## src/rtl/ram_ctrl.sv

```systemverilog
// rtl/ram_ctrl.sv - burst read/write/clear controller for a single-port synchronous RAM
// Memory-side outputs are combinational from state and handshakes; the RAM samples them at the next edge.
module ram_ctrl #(
   parameter int AW = 5,
   parameter int DW = 32
) (
   input  logic          clk,
   input  logic          reset_n,
   input  logic          cmd_valid,
   output logic          cmd_ready,
   input  logic [1:0]    cmd_op,
   input  logic [AW-1:0] cmd_addr,
   input  logic [AW-1:0] cmd_len,
   input  logic          wr_valid,
   output logic          wr_ready,
   input  logic [DW-1:0] wr_data,
   output logic          rd_valid,
   input  logic          rd_ready,
   output logic [DW-1:0] rd_data,
   output logic          busy,
   output logic          mem_cen,
   output logic          mem_wen,
   output logic [AW-1:0] mem_addr,
   output logic [DW-1:0] mem_din,
   input  logic [DW-1:0] mem_dout
);

   typedef enum logic [2:0] {
      IDLE    = 3'd0,
      WR      = 3'd1,
      RD_REQ  = 3'd2,
      RD_WAIT = 3'd3,
      RD_OUT  = 3'd4,
      CLR     = 3'd5
   } state_t;

   state_t        state_q, state_d;
   logic [AW-1:0] addr_q, addr_d;
   logic [AW-1:0] count_q, count_d;
   logic [DW-1:0] rd_data_q, rd_data_d;

   always_ff @(posedge clk or negedge reset_n) begin
      if (!reset_n) begin
         state_q   <= IDLE;
         addr_q    <= '0;
         count_q   <= '0;
         rd_data_q <= '0;
      end else begin
         state_q   <= state_d;
         addr_q    <= addr_d;
         count_q   <= count_d;
         rd_data_q <= rd_data_d;
      end
   end

   always_comb begin
      state_d   = state_q;
      addr_d    = addr_q;
      count_d   = count_q;
      rd_data_d = rd_data_q;
      case (state_q)
         IDLE: begin
            if (cmd_valid) begin
               case (cmd_op)
                  2'b00: begin
                     addr_d  = cmd_addr;
                     count_d = cmd_len;
                     state_d = RD_REQ;
                  end
                  2'b01: begin
                     addr_d  = cmd_addr;
                     count_d = cmd_len;
                     state_d = WR;
                  end
                  2'b10: begin
                     addr_d  = '0;
                     count_d = '1;
                     state_d = CLR;
                  end
                  default: ;
               endcase
            end
         end
         WR: begin
            if (wr_valid) begin
               if (count_q == '0) begin
                  state_d = IDLE;
               end else begin
                  addr_d  = addr_q + 1'b1;
                  count_d = count_q - 1'b1;
               end
            end
         end
         RD_REQ: state_d = RD_WAIT;
         // RAM output is only valid for the cycle after the request; capture it here
         RD_WAIT: begin
            rd_data_d = mem_dout;
            state_d   = RD_OUT;
         end
         RD_OUT: begin
            if (rd_ready) begin
               if (count_q == '0) begin
                  state_d = IDLE;
               end else begin
                  addr_d  = addr_q + 1'b1;
                  count_d = count_q - 1'b1;
                  state_d = RD_REQ;
               end
            end
         end
         CLR: begin
            addr_d = addr_q + 1'b1;
            if (count_q == '0) begin
               state_d = IDLE;
            end else begin
               count_d = count_q - 1'b1;
            end
         end
         default: state_d = IDLE;
      endcase
   end

   always_comb begin
      cmd_ready = 1'b0;
      wr_ready  = 1'b0;
      rd_valid  = 1'b0;
      mem_cen   = 1'b0;
      mem_wen   = 1'b0;
      mem_din   = '0;
      case (state_q)
         IDLE: cmd_ready = 1'b1;
         WR: begin
            wr_ready = 1'b1;
            if (wr_valid) begin
               mem_cen = 1'b1;
               mem_wen = 1'b1;
               mem_din = wr_data;
            end
         end
         RD_REQ: mem_cen = 1'b1;
         RD_OUT: rd_valid = 1'b1;
         CLR: begin
            mem_cen = 1'b1;
            mem_wen = 1'b1;
         end
         default: ;
      endcase
   end

   assign mem_addr = addr_q;
   assign rd_data  = rd_data_q;
   assign busy     = (state_q != IDLE);

endmodule

```

## config.mk

```make
export PLATFORM = sky130hd
export DESIGN_NAME = ram_ctrl
export DESIGN_NICKNAME = d
export VERILOG_FILES = /design/src/rtl/ram_ctrl.sv
export SDC_FILE = /design/constraint.sdc
export NUM_CORES = 1
export LEC_CHECK = 0
export BUFFER_PORTS_ARGS = -buffer_cell sky130_fd_sc_hd__buf_2
export CAP_MARGIN = 10
export CORE_AREA = 3 3 98 72
export CTS_BUF_LIST = sky130_fd_sc_hd__clkbuf_8
export CTS_CLUSTER_SIZE = 25
export DETAILED_ROUTE_END_ITERATION = 8
export DIE_AREA = 0 0 101 75
export HOLD_SLACK_MARGIN = 0.06
export PLACE_DENSITY_LB_ADDON = 0.08
export SLEW_MARGIN = 30
export SYNTH_ARGS = -nofsm -noshare
export SYNTH_HDL_FRONTEND = slang
export SYNTH_SLANG_ARGS = --single-unit
```

## constraint.sdc

```tcl
create_clock -name clk -period 1.85 [get_ports clk]
set_clock_uncertainty 0.05 [all_clocks]
set_input_delay 0.0925 -clock clk [delete_from_list [all_inputs] [get_ports clk]]
set_output_delay 0.0925 -clock clk [all_outputs]
set_load 0.02 [all_outputs]
```

; ---- Yosys cells after proc, flatten, opt, wreduce, memory -nomap -nowiden
; Cells that the tools add are included.
[word_totals]
inputBits = 81
word_cells = 54
output_inout_bits = 75
reg_bits = 45
[op_classes]
n_reduce_logical = 9
addsub = 2
n_mux = 27
eq_ne = 12
[ops]
columns = op, count
row1 = $mux 32, 2
row2 = $mux 5, 8
row3 = $pmux 5 s4, 2
row4 = $pmux 5 s2, 2
row5 = $pmux 3 s6, 1
row6 = $mux 3, 4
row7 = $pmux 3 s3, 1
row8 = $eq 3x2->1 const B, 2
row9 = $eq 3x3->1 const B, 2
row10 = $ne 2x2->1 const B, 3
row11 = $add 5x1->5 const B, 1
row12 = $logic_not 5->1, 1
row13 = $reduce_and 5->1, 1
row14 = $sub 5x1->5 const B, 1
row15 = $mux 1, 4
row16 = $ne 4x1->1 const B, 1
row17 = $pmux 1 s2, 2
row18 = $reduce_and 4->1, 1
row19 = $reduce_bool 4->1, 1
row20 = $reduce_or 2->1, 2
row21 = $eq 3x1->1 const B, 1
row22 = $logic_not 3->1, 1
row23 = $ne 3x2->1 const B, 1
row24 = $reduce_bool 3->1, 1
row25 = other kinds (4), 4

; ---- Longest topological paths before layout
; Gate-level depths: netlist (run 1).
[logic_depth]
word_depth = 5
mapped_depth = 6
ltp_nobuf = 6

; ---- Worst setup path after synthesis (run 1)
; No wires, ideal clock.
[synth_path]
path_kind = flip-flop to flip-flop
startpoint = register count_q[0]
endpoint = register count_q[1]
setup_ns = 0.125
setup_slack_ns = -0.041
period_less_slack_ns = 1.891
n_path_buf = 0
path_stages_with_launch = 7
t_required_ns = 1.675
arrival_time_ns = 1.716
path_cell_list = dfrtp_1 > inv_1 > ha_1 > or4b_4 > o21ai_2 > a21o_1 > mux2_4
[synth_via]
elab_chain_cells = 4
elab_cells_between_ends = 6
classes_between = add/sub (1) / mux (4) / reduce/logical (1)
[synth_rtl]
columns = element, line
row1 = "start, declared", 39  ; logic [AW-1:0] count_q, count_d;
row2 = "start signal, assigned", 51  ; count_q <= count_d;
row3 = $sub 5x1->5 or $logic_not 5->1 (tied branches), -
row4 = $mux 5 *, "86, 102, 113"
row5 = "$mux 5, on equally long branches", "101, 85"
row6 = $pmux 5 s4 *, 61  ; case (state_q)
; Every way passes the cells marked *; elsewhere a longest branch is shown, timed or not. The select of a mux whose other input is x is not followed.
; A chain may end at the register's enable or synchronous reset.

; ---- Final worst setup path (run 1)
; Same ends and word-level chain as after synthesis.

==> qor.txt, run 1 <==
Drt drc = 0
Vias in the first global route = 2536
Final worst path period need = 1.82 ns
Ys flop type = dfrtp_1
Die extent in x = 101 um
Distinct cells, synth = 48
Pin count of the biggest net entering global routing = 46
Initial antenna violation count = 0
Register area share after synthesis = 45.8%
Rel. slew slack = 62.5%
Power per cell area = 1530 nW/um^2
Mapped cell area = 2460 um^2
Clock Path Buffers = 2
CTS buffer count = 5
Tightest Pin Transition = 0.562 ns
Final Hold Fails = 0
Static Leak = 2.12 nW
Tot GR Track Use = 19.8%
Setup TNS = 0 ns
DR pass1 iterations = 4
Post-synth ARST share = 100%
YS warnings = 0
EDFF count, synth = 0
Top-count cell post-synth = dfrtp_1
Slew Viols, Final = 0
RSZ-0062 raised after global routing = true
Avg Cell Area, Syn = 10.6 um^2
Grt ovf = 0
Top cells by count, synth = dfrtp_1, and2_1, mux2_2
Drt via density = 4.88
Global-route wire length before repair = 11900 um
Wire length per cell = 15.2 um
Area Growth Syn to Fin = 70.0%
CTS tree = yes
Die ar. = 7580 um^2
Syn_nets = 318
Root Driver = clkbuf_8
Critical path type = flop to flop
Critical path's top delay family = simple AND/OR/NAND/NOR gates
Worst-path maximum fanout = 3
Mapped Cells = 232
Final worst-path cycle share = 98.6%
Inserted Diodes = 0
Cell chain of the critical path = inv_2 > ha_4 > or4b_4 > o21ai_4 > a21o_1 > mux2_4
# fillers = 512
Share of cells above drive strength 1 = 54.9%
P_int = 3.64 mW
Placed Area = 3520 um^2
CP Data Required Time = 1.98 ns
Switch share = 43.3%
Final #Nets = 542
Initial Utilization = 39.7%
Crit. End Element = flop
WL final = 8110 um
Worst setup SP type = flop
# clock sinks = 45
Clock Latency Late Sink = 0.29 ns
Comb power frac = 62.2%
HP Class = primary input to flop
Die Ht = 75 um
Sw Pwr = 2.77 mW
Starting DRC count in detailed routing = 81
Peak VDD IR = 829 uV
Final instance area = 4180 um^2
Max-Cap Viols = 0
Sequential Power Share = 28.2%
Outcome = completed
Top Ports = 156
Worst Path Arrival = 1.96 ns
Fmax = 548 MHz
Slowest CP cell = or4b_4
Total number of vias = 2610
Buf/Inv on CP = 1
Reg clk slew, reported paths = 0.09 ns
Top cell type's share of synthesized area = 45.8%
DRT antenna net count = 0
Rows = 24
H-tree depth = 2
Synth area leaders = dfrtp_1, mux2_2, and2_1
Setup Viol. Count Final = 0
Area of the core = 6190 um^2
IO buf count = 155
Reg2Reg Setup Slack = 0.03 ns
Critical Path Max Stage Delay = 0.51 ns
Largest area contributor in the netlist = dfrtp_1
Post-synthesis register bit count = 45
DP Wirelength = 5890 um
Clock Power Share = 9.7%
Gp weighted congestion = 0.901
worst paths after layout:
| check | startpoint | to | cells after the start |
|---|---|---|---|
| worst min register to register | rd_data[8] | rd_data[8] | 1 |
| min in group asynchronous | reset_n | count_q[3] | 3 |
| max in group asynchronous | reset_n | state_q[1] | 3 |
| worst min-delay path | cmd_len[4] | count_q[4] | 3 |
| worst max register to register | count_q[0] | count_q[1] | 6 |
| worst max-delay path | count_q[0] | count_q[1] | 6 |
logic make-up after synthesis:
group           Yosys count  synth area share [%]
fa+ha+maj                 5                  2.54
mux                      34                  15.7
buf+inv                  22                  3.66
flops                    45                  45.8
simple gates             85                  19.9
compound gates           41                  12.3
timing repair:
action / CTS / global route
gates resized for setup: 7 / 20
gates cloned: 0 / 1
setup buffers: 4 / 6
endpoints found under the setup margin: 35 / 41
hold buffers: 37 / 0
pin swaps: 2 / 6
endpoints found under the hold margin: 81 / 0
tightest hold or removal path, delay by kind of cell:
family / cells / cell delay, ns
compound gates: 2 / 0.21
buf+inv: 1 / 0.08
layer usage:
layer	wire, um	vias to the layer above	GRT usage [%]
met5	0	-	0
li1	-	1273	-
met2	4120	114	34.8
met4	27	0	3.10
met1	3330	1219	25.7
met3	632	4	4.81
cell type report:
type	instances	area, um^2	area share [%]
inverter	9	33.8	0.808
sequential	45	1130	27.0
multi-input combinational	165	1320	31.5
clock buffer	5	68.8	1.65
tap	78	97.6	2.33
clock inverter	3	25.0	0.599
timing repair buffer	230	1510	36.1
through the flow:
stage                     total power [mW]  cells  utilization [%]  worst slack [ns]  hold slack, ns
after floorplan                       4.03    232                -           -0.0200          -0.253
after global placement                5.33    480             56.9          -0.00159           0.164
after detailed placement              5.38    480             56.9           -0.0559           0.166
after CTS                             6.19    529             65.5           0.00487          0.0953
after global routing                  6.86    535             67.6           -0.0324           0.116
final                                 6.42    535             67.6            0.0265          0.0925
power groups by stage:
stage | registers (mW) | clock network [mW] | logic [mW]
final | 1.81 | 0.620 | 3.99
after global routing | 1.87 | 0.695 | 4.29
after CTS | 1.79 | 0.652 | 3.75
after detailed placement | 1.81 | 0 | 3.56
after global placement | 1.79 | 0 | 3.54
after floorplan | 2.31 | 0 | 1.72
registers in the layout, summed over array words and instances, names as in the netlist:
name      cells
count_q       5
mem_addr      5
state_q       3
rd_data      32
layout by cell type, fill, tap and decap left out, types with 2 or more instances in the layout:
| cell type | netlist | layout |
|---|---|---|
| nor3_1 | 8 | 8 |
| nand2_1 | 9 | 9 |
| a21oi_1 | 6 | 6 |
| nand3b_1 | 3 | 3 |
| and2_1 | 32 | 32 |
| o211ai_1 | 4 | 4 |
| mux2_4 | 1 | 2 |
| nor3b_1 | 3 | 3 |
| buf_6 | 0 | 2 |
| o221ai_1 | 2 | 2 |
| o21ai_0 | 4 | 4 |
| dfrtp_1 | 45 | 44 |
| buf_4 | 0 | 44 |
| nand3_1 | 3 | 3 |
| nor2_1 | 13 | 13 |
| buf_2 | 6 | 144 |
| a41oi_1 | 4 | 3 |
| inv_2 | 0 | 2 |
| buf_12 | 0 | 2 |
| ha_1 | 5 | 4 |
| a21o_1 | 2 | 2 |
| clkbuf_8 | 0 | 5 |
| nand2b_1 | 3 | 3 |
| mux2_2 | 32 | 32 |
| inv_1 | 9 | 7 |
| nand4_1 | 2 | 2 |
| dlygate4sd3_1 | 0 | 37 |
| a31oi_1 | 3 | 3 |
(Power assumes the default switching activity.)
==> run 2: changes to the inputs <==
--- a/config.mk
+++ b/config.mk
@@ -5,13 +5,13 @@
 export SDC_FILE = /design/constraint.sdc
 export NUM_CORES = 1
 export LEC_CHECK = 0
-export BUFFER_PORTS_ARGS = -buffer_cell sky130_fd_sc_hd__buf_2
-export CAP_MARGIN = 10
-export CORE_AREA = 3 3 98 72
+export CAP_MARGIN = 20
+export CORE_AREA = 3 3 88 65
 export CTS_BUF_LIST = sky130_fd_sc_hd__clkbuf_8
 export CTS_CLUSTER_SIZE = 25
 export DETAILED_ROUTE_END_ITERATION = 8
-export DIE_AREA = 0 0 101 75
+export DIE_AREA = 0 0 91 68
+export DONT_BUFFER_PORTS = 1
 export HOLD_SLACK_MARGIN = 0.06
 export PLACE_DENSITY_LB_ADDON = 0.08
 export SLEW_MARGIN = 30
==> run 2 against run 1 <==
Effect of this change:
- global-route usage is 4.7 points higher
- clock-buffer cell count stayed put
- utilization is 2.3 points higher
- routed wire length shrank 3.2%
- critical path type unchanged
- critical endpoint unchanged
- largest power group unchanged
- highest routed layer unchanged
==> qor.txt, run 2 (same netlist as run 1, synthesis figures left out) <==
Outcome = completed (unchanged)
Drt via density = 5.79 (was 4.88)
H-tree depth = 2 (unchanged)
Fmax = 541 MHz (was 548 MHz)
Final worst-path cycle share = 100% (was 98.6%)
Rows = 21 (was 24)
RSZ-0062 raised after global routing = true (unchanged)
Final instance area = 3380 um^2 (was 4180 um^2)
Global-route wire length before repair = 11600 um (was 11900 um)
Worst-path maximum fanout = 3 (unchanged)
Clock Power Share = 10.9% (was 9.7%)
Drt drc = 0 (unchanged)
Rel. slew slack = 69.8% (was 62.5%)
Peak VDD IR = 1020 uV (was 829 uV)
IO buf count = 0 (was 155)
Root Driver = clkbuf_8 (unchanged)
Power per cell area = 1690 nW/um^2 (was 1530 nW/um^2)
Max reg flops = 32 (unchanged)
Final Util = 69.9% (was 67.6%)
Final Hold Fails = 0 (unchanged)
Setup Viol. Count Final = 0 (unchanged)
Initial Utilization = 50.9% (was 39.7%)
Starting DRC count in detailed routing = 114 (was 81)
CP Data Required Time = 1.99 ns (was 1.98 ns)
WL final = 7850 um (was 8110 um)
Reg clk slew, reported paths = 0.08 ns (was 0.09 ns)
DR pass1 iterations = 4 (unchanged)
Slew Viols, Final = 0 (unchanged)
Clock Path Buffers = 2 (unchanged)
Worst setup SP type = flop (unchanged)
HP Class = primary input to flop (unchanged)
Max-Cap Viols = 0 (unchanged)
Comb power frac = 46.9% (was 62.2%)
Clock Latency Late Sink = 0.30 ns (was 0.29 ns)
# clock sinks = 45 (unchanged)
Wire length per cell = 21.0 um (was 15.2 um)
Slowest CP cell = or4b_4 (unchanged)
Final worst path period need = 1.85 ns (was 1.82 ns)
Worst Path Arrival = 1.99 ns (was 1.96 ns)
P_int = 3.08 mW (was 3.64 mW)
Vias in the first global route = 2163 (was 2536)
Sequential Power Share = 42.2% (was 28.2%)
Final #Nets = 386 (was 542)
Top Ports = 156 (unchanged)
Pin count of the biggest net entering global routing = 46 (unchanged)
DRT antenna net count = 0 (unchanged)
Die Ht = 68 um (was 75 um)
Critical path type = flop to flop (unchanged)
Commonest non-fill, non-tap cells in the layout = dfrtp_1, dlygate4sd3_1, and2_2, mux2_2, buf_4 (was buf_2, dfrtp_1, buf_4, dlygate4sd3_1)
Area of the core = 4830 um^2 (was 6190 um^2)
Switch share = 46.1% (was 43.3%)
Area Growth Syn to Fin = 37.4% (was 70.0%)
Die extent in x = 91 um (was 101 um)
Cell chain of the critical path = inv_2 > ha_4 > or4b_4 > o21ai_4 > a21o_1 > mux2_4 (unchanged)
Initial antenna violation count = 1 (was 0)
Tot GR Track Use = 24.5% (was 19.8%)
CTS buffer count = 5 (unchanged)
Grt ovf = 0 (unchanged)
Placed Area = 2710 um^2 (was 3520 um^2)
Die ar. = 6190 um^2 (was 7580 um^2)
DP Wirelength = 5640 um (was 5890 um)
Tightest Pin Transition = 0.450 ns (was 0.562 ns)
Static Leak = 1.47 nW (was 2.12 nW)
Total number of vias = 2160 (was 2610)
Share of cells above drive strength 1 = 39.5% (was 54.9%)
Gp weighted congestion = 0.861 (was 0.901)
CTS tree = yes (unchanged)
Crit. End Element = flop (unchanged)
Commonest non-fill, non-tap cell in the layout = dfrtp_1 (was buf_2)
Sw Pwr = 2.63 mW (was 2.77 mW)
Critical Path Max Stage Delay = 0.49 ns (was 0.51 ns)
run 2: cell types whose count changed in the layout (fill, tap and decap cells not counted), moves of 2 or more:
cell / delta
diode_2: +3
and2_2: +32
buf_4: -14
dlygate4sd3_1: +5
and2_1: -32
buf_6: -2
buf_2: -144
run 2: power groups by stage:
stage	registers, mW	logic, mW	clock network, mW
final	2.41	2.67	0.623
after global routing	2.46	2.90	0.695
after CTS	2.40	2.55	0.645
after detailed placement	2.41	2.36	0
after global placement	2.39	2.28	0
after floorplan	2.31	1.72	0
run 2: critical path, delay by kind of cell, from the launching register on:
| kind | cells | cell delay [ns] |
|---|---|---|
| simple gates | 1 | 0.49 |
| flops | 1 | 0.41 |
| buf+inv | 1 | 0.08 |
| compound gates | 2 | 0.27 |
| mux | 1 | 0.31 |
| fa+ha+maj | 1 | 0.13 |
run 2: stage by stage:
step | instances | setup WS, ns | power [mW] | TNS [ns] | hold slack [ns]
floorplan | 232 | -0.0200 | 4.03 | -0.0200 | -0.253
global placement | 315 | -0.00208 | 4.68 | -0.00208 | -0.252
detailed placement | 315 | -0.0363 | 4.77 | -0.0652 | -0.252
CTS | 368 | 0.00790 | 5.59 | 0 | 0.0638
global route | 371 | -0.0586 | 6.06 | -0.214 | 0.0650
finish | 373 | 0.000417 | 5.70 | 0 | 0.0704
run 2: timing repair:
action / 4_1_cts / 5_1_grt
resized for setup: 5 / 36
cloned: 0 / 0
setup buffers: 2 / 3
pin swaps: 1 / 2
endpoints found under the setup margin: 4 / 39
hold buffers: 43 / 0
hold endpoints to repair: 86 / 0
run 2: final timing paths:
| path | start | end | slack [ns] | depth (start not counted) |
|---|---|---|---|---|
| min | cmd_len[2] | count_q[2] | 0.07 | 3 |
| min reg2reg | count_q[3] | count_q[3] | 0.58 | 2 |
| max | count_q[1] | count_q[1] | 0.0004 | 6 |
| min in group asynchronous | reset_n | count_q[0] | 0.24 | 2 |
| max reg2reg | count_q[1] | count_q[1] | 0.0004 | 6 |
| max in group asynchronous | reset_n | rd_data[10] | 1.28 | 2 |
run 2: cell type report:
type	instances	area [um^2]
fill	359	1460
multi-input combinational	165	1340
sequential	45	1130
timing repair buffer	74	693
tap	69	86.3
clock buffer	5	68.8
inverter	9	33.8
clock inverter	3	21.3
antenna	3	7.51
run 2: per-layer routing:
metal	part of all wire, %	wire, um	track usage [%]	vias up
li1	-	-	-	963
met1	36	2800	28.7	1045
met2	53	4150	43.7	139
met3	10	797	7.58	13
met4	1.4	106	8.08	0
met5	0	0	0	-
==> run 3: changes to the inputs <==
--- a/config.mk
+++ b/config.mk
@@ -6,11 +6,11 @@
 export NUM_CORES = 1
 export LEC_CHECK = 0
 export CAP_MARGIN = 20
-export CORE_AREA = 3 3 88 65
+export CORE_AREA = 3 3 75 77
 export CTS_BUF_LIST = sky130_fd_sc_hd__clkbuf_8
 export CTS_CLUSTER_SIZE = 25
 export DETAILED_ROUTE_END_ITERATION = 8
-export DIE_AREA = 0 0 91 68
+export DIE_AREA = 0 0 78 80
 export DONT_BUFFER_PORTS = 1
 export HOLD_SLACK_MARGIN = 0.06
 export PLACE_DENSITY_LB_ADDON = 0.08
==> run 3 against run 2 <==
Effect of this change:
- via count decreased by 4.2%
- combinational power decreased by 3%
- sequential share of layout area increased by 0.36 points
- critical path depth unchanged
- non-clock buffer count decreased by 6
==> qor.txt, run 3 (same netlist as run 1, synthesis figures left out) <==
Outcome = completed (unchanged)
Commonest non-fill, non-tap cells in the layout = dfrtp_1, dlygate4sd3_1, and2_2, mux2_2, buf_4 (unchanged)
Critical path type = flop to flop (unchanged)
Top Ports = 156 (unchanged)
Area of the multi-input gates = 1350 um^2 (was 1340 um^2)
Clock Latency Late Sink = 0.29 ns (was 0.30 ns)
Final worst path period need = 1.84 ns (was 1.85 ns)
# fillers = 398 (was 359)
Vias in the first global route = 2210 (was 2163)
Initial Utilization = 48.4% (was 50.9%)
Hold WS = 0.0844 ns (was 0.0704 ns)
IO buf count = 0 (unchanged)
Power per cell area = 1680 nW/um^2 (was 1690 nW/um^2)
Total number of vias = 2070 (was 2160)
H-tree depth = 2 (unchanged)
Starting DRC count in detailed routing = 115 (was 114)
Worst setup SP type = flop (unchanged)
Gp weighted congestion = 0.855 (was 0.861)
Tightest Pin Transition = 0.425 ns (was 0.450 ns)
DR pass1 iterations = 4 (unchanged)
Drt via density = 5.69 (was 5.79)
Storage cell area = 1130 um^2 (unchanged)
Die ar. = 6240 um^2 (was 6190 um^2)
HP Class = primary input to flop (unchanged)
P_int = 3.07 mW (was 3.08 mW)
RSZ-0062 raised after global routing = true (unchanged)
Setup Viol. Count Final = 0 (unchanged)
Wire length per cell = 18.2 um (was 21.0 um)
WL final = 6630 um (was 7850 um)
CTS tree = yes (unchanged)
Max reg flops = 32 (unchanged)
DRT antenna net count = 0 (unchanged)
Pre-CTS WS = -0.0185 ns (was -0.0363 ns)
Pin count of the biggest net entering global routing = 46 (unchanged)
Sw Pwr = 2.53 mW (was 2.63 mW)
Rel. slew slack = 71.5% (was 69.8%)
Crit. End Element = flop (unchanged)
Grt ovf = 0 (unchanged)
Commonest non-fill, non-tap cell in the layout = dfrtp_1 (unchanged)
Final instance area = 3340 um^2 (was 3380 um^2)
Initial antenna violation count = 0 (was 1)
Final #Nets = 380 (was 386)
Clock Path Buffers = 2 (unchanged)
Final Hold Fails = 0 (unchanged)
Area of the core = 5070 um^2 (was 4830 um^2)
Comb power frac = 46.3% (was 46.9%)
DP Wirelength = 4770 um (was 5640 um)
Final worst-path cycle share = 99.3% (was 100%)
Tot GR Track Use = 21.3% (was 24.5%)
CTS buffer count = 5 (unchanged)
Global-route wire length before repair = 10500 um (was 11600 um)
Inserted Diodes = 0 (was 3)
Die Ht = 80 um (was 68 um)
Switch share = 45.2% (was 46.1%)
Worst-path maximum fanout = 3 (unchanged)
Rows = 26 (was 21)
Max-Cap Viols = 0 (unchanged)
Share of cells above drive strength 1 = 38.4% (was 39.5%)
# clock sinks = 45 (unchanged)
Fmax = 545 MHz (was 541 MHz)
Sequential Power Share = 42.9% (was 42.2%)
Clock Power Share = 10.8% (was 10.9%)
Drt drc = 0 (unchanged)
Die extent in x = 78 um (was 91 um)
Reg clk slew, reported paths = 0.08 ns (about the same)
Worst Path Arrival = 1.96 ns (was 1.99 ns)
Setup WS post-layout = 0.0137 ns (was 0.000417 ns)
Root Driver = clkbuf_8 (unchanged)
Slew Viols, Final = 0 (unchanged)
Placed Area = 2680 um^2 (was 2710 um^2)
CP Data Required Time = 1.97 ns (was 1.99 ns)
Final Power = 5.60 mW (was 5.70 mW)
Area Growth Syn to Fin = 35.9% (was 37.4%)
Peak VDD IR = 987 uV (was 1020 uV)
Static Leak = 1.45 nW (was 1.47 nW)
run 3: routing by layer:
| metal | global-route usage [%] | share of wire [%] | wire length [um] |
|---|---|---|---|
| met4 | 6.29 | 1.3 | 83 |
| met2 | 40.5 | 52 | 3480 |
| met3 | 5.98 | 10 | 681 |
| met1 | 22.9 | 36 | 2380 |
| met5 | 0 | 0 | 0 |
run 3: through the flow:
step	instances	utilization [%]	TNS, ns
final	364	65.9	0
after global routing	364	65.9	-0.0822
after global placement	311	52.8	0
after detailed placement	311	52.8	-0.0302
after CTS	363	64.9	0
after floorplan	232	-	-0.0200
run 3: worst paths after layout:
kind | slack (ns) | end | start | depth (start not counted)
max | 0.01 | count_q[1] | count_q[1] | 6
min | 0.08 | count_q[4] | cmd_valid | 3
max reg2reg | 0.01 | count_q[1] | count_q[1] | 6
min reg2reg | 0.56 | count_q[0] | count_q[0] | 2
max in group asynchronous | 1.25 | state_q[2] | reset_n | 2
min in group asynchronous | 0.28 | mem_addr[2] | reset_n | 2
run 3: final cells by class:
class | count | area share, %
repair buffers | 68 | 19.5
well taps | 70 | 2.62
inverters | 9 | 1.01
flip-flops and latches | 45 | 33.7
clock inverters | 1 | 0.225
clock buffers | 6 | 2.47
multi-input cells | 165 | 40.5
run 3: worst max-delay path, stage by stage, from the launching register on:
cell and delay [ns]:
dfrtp_1 0.40, inv_2 0.08, ha_4 0.13, or4b_4 0.50
o21ai_4 0.09, a21o_1 0.17, mux2_4 0.31
run 3: what timing repair did:
action	CTS	global route
hold buffers	43	0
setup endpoints to repair	34	45
endpoints found under the hold margin	86	0
pin swaps	2	3
setup buffers	2	1
resized for setup	37	8
run 3: power by group through the flow:
stage	sequential, mW	combinational (mW)	clock [mW]
floorplan	2.31	1.72	0
global placement	2.38	2.23	0
detailed placement	2.39	2.31	0
CTS	2.39	2.50	0.626
global route	2.46	2.84	0.668
finish	2.40	2.59	0.606
